$ cat src/rtl/rr_arbiter_8.sv
// Eight-requester round-robin arbiter with registered one-hot grant, encoded index
// and optional hold limit that forces rotation when other clients are waiting.
module rr_arbiter_8 #(
  parameter int unsigned MAX_HOLD = 0
) (
  input  logic       clk,
  input  logic       rst_n,
  input  logic [7:0] req,
  output logic [7:0] gnt,
  output logic [2:0] gnt_idx,
  output logic       gnt_valid
);

  typedef enum logic {
    IDLE  = 1'b0,
    GRANT = 1'b1
  } fsm_e;

  localparam bit         PREEMPT_EN = (MAX_HOLD != 0);
  localparam logic [7:0] HOLD_LIMIT = 8'(MAX_HOLD);

  fsm_e       fsm_q, fsm_d;
  logic [2:0] holder_q, holder_d;
  logic [2:0] ptr_q, ptr_d;
  logic [7:0] hold_cnt_q, hold_cnt_d;
  logic [7:0] gnt_q, gnt_d;
  logic [2:0] gnt_idx_q, gnt_idx_d;
  logic       gnt_valid_q, gnt_valid_d;

  logic       win_found;
  logic [2:0] win_idx;
  logic       others_req;
  logic       at_limit;

  // Priority scan starting at ptr; the most recent holder sits at ptr-1 and is seen last.
  always_comb begin
    logic [2:0] scan_idx;
    win_found = 1'b0;
    win_idx   = 3'd0;
    for (int i = 0; i < 8; i++) begin
      scan_idx = ptr_q + 3'(i);
      if (!win_found && req[scan_idx]) begin
        win_found = 1'b1;
        win_idx   = scan_idx;
      end
    end
  end

  assign others_req = |(req & ~(8'b1 << holder_q));
  assign at_limit   = PREEMPT_EN && (hold_cnt_q >= HOLD_LIMIT);

  always_comb begin
    // NOTE: every next-state signal gets its hold value first, so no path through the
    // case below can leave one unassigned and infer a latch.
    fsm_d       = fsm_q;
    holder_d    = holder_q;
    ptr_d       = ptr_q;
    hold_cnt_d  = hold_cnt_q;
    gnt_d       = gnt_q;
    gnt_idx_d   = gnt_idx_q;
    gnt_valid_d = gnt_valid_q;

    unique case (fsm_q)
      IDLE: begin
        if (win_found) begin
          fsm_d       = GRANT;
          holder_d    = win_idx;
          ptr_d       = win_idx + 3'd1;
          hold_cnt_d  = 8'd1;
          gnt_d       = 8'b1 << win_idx;
          gnt_idx_d   = win_idx;
          gnt_valid_d = 1'b1;
        end else begin
          gnt_d       = 8'd0;
          gnt_idx_d   = 3'd0;
          gnt_valid_d = 1'b0;
        end
      end
      GRANT: begin
        if (!req[holder_q] || (at_limit && others_req)) begin
          // Release or forced rotation: re-arbitrate on this same edge, no idle bubble.
          if (win_found) begin
            holder_d    = win_idx;
            ptr_d       = win_idx + 3'd1;
            hold_cnt_d  = 8'd1;
            gnt_d       = 8'b1 << win_idx;
            gnt_idx_d   = win_idx;
            gnt_valid_d = 1'b1;
          end else begin
            fsm_d       = IDLE;
            hold_cnt_d  = 8'd0;
            gnt_d       = 8'd0;
            gnt_idx_d   = 3'd0;
            gnt_valid_d = 1'b0;
          end
        end else if (hold_cnt_q != 8'hFF) begin
          hold_cnt_d = hold_cnt_q + 8'd1;
        end
      end
      default: begin
        fsm_d       = IDLE;
        gnt_d       = 8'd0;
        gnt_idx_d   = 3'd0;
        gnt_valid_d = 1'b0;
      end
    endcase
  end

  // NOTE: state registers use non-blocking assignments so every flop samples the
  // pre-edge values computed above, independent of statement order.
  always_ff @(posedge clk or negedge rst_n) begin
    if (!rst_n) begin
      fsm_q       <= IDLE;
      holder_q    <= 3'd0;
      ptr_q       <= 3'd0;
      hold_cnt_q  <= 8'd0;
      gnt_q       <= 8'd0;
      gnt_idx_q   <= 3'd0;
      gnt_valid_q <= 1'b0;
    end else begin
      fsm_q       <= fsm_d;
      holder_q    <= holder_d;
      ptr_q       <= ptr_d;
      hold_cnt_q  <= hold_cnt_d;
      gnt_q       <= gnt_d;
      gnt_idx_q   <= gnt_idx_d;
      gnt_valid_q <= gnt_valid_d;
    end
  end

  assign gnt       = gnt_q;
  assign gnt_idx   = gnt_idx_q;
  assign gnt_valid = gnt_valid_q;

endmodule

$ cat config.mk
export PLATFORM = sky130hd
export DESIGN_NAME = rr_arbiter_8
export DESIGN_NICKNAME = d
export VERILOG_FILES = /design/src/rtl/rr_arbiter_8.sv
export SDC_FILE = /design/constraint.sdc
export NUM_CORES = 1
export LEC_CHECK = 0
export CORE_ASPECT_RATIO = 2
export CORE_MARGIN = 3
export CORE_UTILIZATION = 61
export CTS_CLUSTER_SIZE = 24
export DETAILED_ROUTE_END_ITERATION = 8
export PLACE_DENSITY = 0.86
export SLEW_MARGIN = 10
export SYNTH_ARGS = -nofsm -noshare
export SYNTH_HDL_FRONTEND = slang
export SYNTH_SLANG_ARGS = --single-unit
$ cat constraint.sdc
create_clock -name clk -period 12.25 [get_ports clk]
set_clock_uncertainty 0.1 [all_clocks]
set_input_delay 3.0625 -clock clk [delete_from_list [all_inputs] [get_ports clk]]
set_output_delay 3.0625 -clock clk [all_outputs]
set_load 0.05 [all_outputs]
== After elaboration in Yosys (flattened, before gate mapping) ==
Cells that the tools add are included.
Cells by class
  mux-type cells: 51
  bitwise gates (word level): 1
  add/sub/neg operators: 8
  order comparisons: 9
  eq/ne operators: 1
  reductions and logical operators: 14
  shift-type cells: 1
Operators with widths (number)
  3-bit 2-to-1 mux: 14
  3-bit by 4-bit < comparator with 1-bit output, second input constant: 9
  1-bit binary-select mux with 3-bit select: 9
  1-bit 2-to-1 mux: 20
  3-bit case mux with 2 select lines: 3
  8-bit 2-to-1 mux: 2
  8-bit case mux with 2 select lines: 1
  3-bit adder, second input constant: 4
  1-bit by 3-bit left shift with 8-bit output, first input constant: 1
  1-bit logical AND: 7
  1-bit zero test: 7
  3-bit by 1-bit adder with 3-bit output, second input constant: 2
  3-bit by 2-bit adder with 3-bit output, second input constant: 2
  1-bit case mux with 2 select lines: 2
  2-bit != test, second input constant: 1
  1-bit NOT: 1
Word-level totals
  input bits: 10
  logic and storage cells: 91
  flip-flop bits (word level): 19

== Logic depth before layout (Yosys ltp) ==
  depth after elaboration: 28
  depth in mapped cells: 19
  gate-level depth less buffers: 13

== Worst setup path before layout ==
OpenSTA, ideal clock, no wires.
  path kind: input-to-reg
  start point: input port req[4]
  end point: register ptr_q[2]
  arrival time: 5686 ps
  path buffers: 0
  path slack: 6342 ps
  stages: 10
  library setup time: 122 ps
  required time: 12028 ps
  path through: mux2_4 -> mux4_2 -> o32a_1 -> or4_1 -> a32oi_1 -> inv_1 -> ha_1 -> ha_1 -> nand2_1 -> o21ai_1
Between the ends
  longest elaborated chain between the ends: 28
  elaborated cells between the ends (all ways): 53
  those cells by class: add/sub (1); eq/ne (1); mux (37); reduce/logical (14)
Ends and longest elaborated chain
  from (decl): RTL line 8  | input logic [7:0] req,
  1-bit binary-select mux with 3-bit select: RTL line 42  | if (!win_found && req[scan_idx]) begin
  1-bit 2-to-1 mux (not written as such): RTL line 42
  1-bit 2-to-1 mux: RTL line 42
  1-bit zero test: RTL line 42
  1-bit logical AND: RTL line 42
  1-bit 2-to-1 mux: RTL line 42
  1-bit zero test: RTL line 42
  1-bit logical AND: RTL line 42
  (+13 left out)
  1-bit zero test: RTL line 42
  1-bit logical AND: RTL line 42
  3-bit 2-to-1 mux (*): RTL line 42
  via win_idx[1]: RTL line 31  | logic [2:0] win_idx;
  3-bit by 1-bit adder with 3-bit output (*): RTL line 68, 84
  3-bit 2-to-1 mux (*): RTL line 65, 82
  3-bit 2-to-1 mux: RTL line 80  | if (!req[holder_q] || (at_limit && others_req)) begin
  3-bit case mux with 2 select lines (*): RTL line 63  | unique case (fsm_q)
  to (signal assigned): RTL line 123  | ptr_q <= ptr_d;
  to (decl): RTL line 24  | logic [2:0] ptr_q, ptr_d;
Mark *: on every way through the listed nets, which the timed path passes. The rest lies on a longest branch. The select of a mux whose other input is x is not followed.
A chain may end at the register's enable or synchronous reset.

== Final worst setup path ==
  start point: input port req[0]
  end point: register ptr_q[2]
Same word-level chain as after synthesis.

==> flow_summary.json <==
{
  "final_max_slew_viol_count": 0,
  "insertion_delay_ns": 0.26,
  "number_of_global_route_vias_before_repair": 1730,
  "r2r_cells": 13,
  "post_drt_via_cell_ratio": 7.201,
  "synth_area_per_cell_um2": 10.55,
  "antenna_violating_nets_post_route": 0,
  "clock_sink_count": 19,
  "fp.coreArea_mm2": 0.002978,
  "synth-edff-count": 0,
  "cts-buffers-inserted": 3,
  "post_cts_hold_buffer_count": 0,
  "summed_instance_area_of_the_synthesized_netlist_mm2": 0.001888,
  "regToRegEndpoint": "ptr_q[2]",
  "die_height_um": 84.68,
  "die_area_mm2": 0.003839,
  "crit_path_cell_trace": "clkdlybuf4s50_1 > mux2_4 > mux4_2 > o32a_1 > nor3_2 > o211ai_1 > a32oi_1 > inv_1 > ha_1 > ha_1 > nand2_1 > o21ai_1",
  "post_drt_wl_per_cell_um": 22.03,
  "timing.critical_path.depth": 12,
  "cts-root-buf": "clkbuf_8",
  "critical_path.reg2reg.startpoint": "ptr_q[1]",
  "async_flop_share_pct": 100.0,
  "antenna_found_initial": 0,
  "fmaxAchievable_mhz": 149.2,
  "maxCapViolations": 0,
  "synth_seq_cells": 19,
  "ys.flop_type": "dfrtp_1",
  "ranking_of_synthesized_cells_by_area": "dfrtp_1 (25%), mux4_2 (18%), mux2i_1 (8.0%)",
  "critical_path_required_ns": 12.28,
  "final.min_clock_period_ns": 6.701,
  "areaGrowthSynthToFinish_pct": 12.72,
  "crit_path_end_kind": "flop",
  "rsz0062_at_grt": "no",
  "maximum_number_of_pins_on_one_net_before_global_route_repair": 34,
  "drt-initial-drc-count": 38,
  "worstSetupEndpoint": "ptr_q[2]",
  "cp-startpoint": "req[0]",
  "cp_max_fo": 10,
  "status": "finished clean",
  "final_min_period_over_clock_period_pct": 54.70,
  "reg2reg_setup_slack_ns": 7.04,
  "post_cts_resized": 0,
  "finalSetupViolations": 0,
  "synthDistinctLibCells": 49,
  "floorplan.rows": 28,
  "synth_nets": 196,
  "place.port_buffers": 21,
  "yosys.area.top_type": "dfrtp_1",
  "synth_top_cell_area_share_pct": 25.18,
  "slew_headroom_pct": 41.29,
  "timing.final.hold_violations": 0,
  "routed-via-count": 1613,
  "drc": 0,
  "seq_area_frac_synth_pct": 25.18,
  "post_synth_inst_count": 179,
  "max_slew.worst_pin.slew_ns": 0.8789,
  "gp_routability_congestion": 0.9453,
  "critical_path.n_buffers_inverters": 2,
  "route.final.wire_length_um": 4935,
  "cts_tree": "yes",
  "cts-htree-levels": 1,
  "grt_overflow_total": 0,
  "critPathSlowestCell": "clkdlybuf4s50_1",
  "place.detailed.hpwl_um": 3940,
  "horiz_die_dim_um": 45.34,
  "yosys_warnings": 0,
  "critical_path.top_delay_family": "compound AO/OA/AOI/OAI gates",
  "commonest_non_fill_non_tap_cell_in_the_layout": "clkdlybuf4s50_1",
  "most_frequent_cells_in_the_layout": "clkdlybuf4s50_1 (21), dfrtp_1 (19), mux4_2 (15), mux2i_1 (15), nand2_1 (15)",
  "clk_pin_slew_worst_paths_ns": 0.08,
  "finish.net_count": 212,
  "critPathMostFrequentCell": "ha_1",
  "insertedDiodeCount": 0,
  "wire_length_of_the_first_global_routing_pass_um": 8211,
  "start_kind": "input port",
  "timing.critical_path.arrival_ns": 6.73,
  "drt-pass1-iter-count": 4,
  "clock_tree.buffer_depth": 2,
  "ioPinCount": 22,
  "criticalPathCategory": "input port to flop",
  "groute.usage.overall_pct": 28.24,
  "floorplan.initialDensity_pct": 63.40,
  "crit_path_max_incr_delay_ns": 0.59,
  "totalNegativeSetupSlack_ns": 0,
  "hold_class": "flop to flop",
  "final_layout_size_suffix_gt1_share_pct": 15.98,
  "cts_setup_buffers": 0
}
-- per-stage QoR --
stage	util (%)	hold slack, ns	instances	worst slack (ns)	cell area (um2)
CTS	71.47	0.3907	224	5.561	2128
global placement	69.92	0.3615	220	5.490	2082
finish	71.47	0.3836	224	5.549	2128
floorplan	-	0.3719	179	6.342	1888
detailed placement	69.92	0.3745	220	5.286	2082
global route	71.47	0.4208	224	5.277	2128
-- how the worst min path moves through the flow --
| stage | start | to | slack [ns] | cells after the start |
|---|---|---|---|---|
| after floorplan | holder_q[2] | holder_q[2] | 0.37 | 1 |
| after global placement | gnt_idx[2] | gnt_idx[2] | 0.36 | 1 |
| after detailed placement | gnt[2] | gnt[2] | 0.37 | 2 |
| after CTS | gnt[2] | gnt[2] | 0.39 | 2 |
| after global routing | gnt_idx[1] | gnt_idx[1] | 0.42 | 2 |
| final | gnt[2] | gnt[2] | 0.38 | 2 |
-- flip-flops by register name (all words and copies together), names as in the netlist --
signal / count
fsm_q: 1
gnt: 8
gnt_idx: 3
gnt_valid: 1
holder_q: 3
ptr_q: 3
-- cell usage after synthesis (2+ instances only) --
cell type and n:
nor2_1 9, mux2_2 2, a21o_1 6, nor3_1 2
mux2i_1 15, o211ai_1 3, clkbuf_1 3, a21oi_1 8
mux2_1 5, a221o_1 4, o22ai_1 4, inv_1 6
xor2_1 2, dfrtp_1 19, a221oi_1 2, nor2b_1 6
o21ai_1 4, nand2_1 15, mux2_4 4, a22o_1 7
buf_2 4, mux4_2 15, ha_1 7, buf_4 2
-- per-layer routing --
metal  GRT usage (%)  wire (um)  vias up
met4           18.93        278        0
met1           28.87       1626      781
met2           49.87       2808       74
met3           2.790        222       25
met5               0          0        -
li1                -          -      733
-- worst register-to-register path: stages, from the launching register on --
cell      delay, ns
dfrtp_1        0.70
inv_1          0.27
ha_1           0.92
mux2_4         0.38
mux4_2         0.50
o32a_1         0.40
nor3_2         0.41
o211ai_1       0.15
a32oi_1        0.45
inv_1          0.14
ha_1           0.23
ha_1           0.29
nand2_1        0.07
o21ai_1        0.07
-- cell type report --
cell class                      instances  area, um2
Multi-Input combinational cell        142       1325
Clock inverter                          1      5.005
Inverter                                7      26.28
Sequential cell                        19      475.5
Clock buffer                            3      41.29
Timing Repair Buffer                   22      217.7
Tap cell                               30      37.54
Fill cell                             221      849.6
-- kinds of logic (layout without fill, tap and decap cells) --
group	Yosys count	after routing	synth area share [%]
and+or+nand+nor	40	40	10.27
DFF	19	19	25.18
xor gates and xnor gates	3	3	1.392
AOI/OAI and AO/OA	51	51	20.68
muxes	41	41	33.20
buffers and inverters	18	33	4.638
adders and majority gates	7	7	4.639
Power is not shown: default switching activity piles up to over one toggle a cycle in this logic, so the estimate is an artifact.
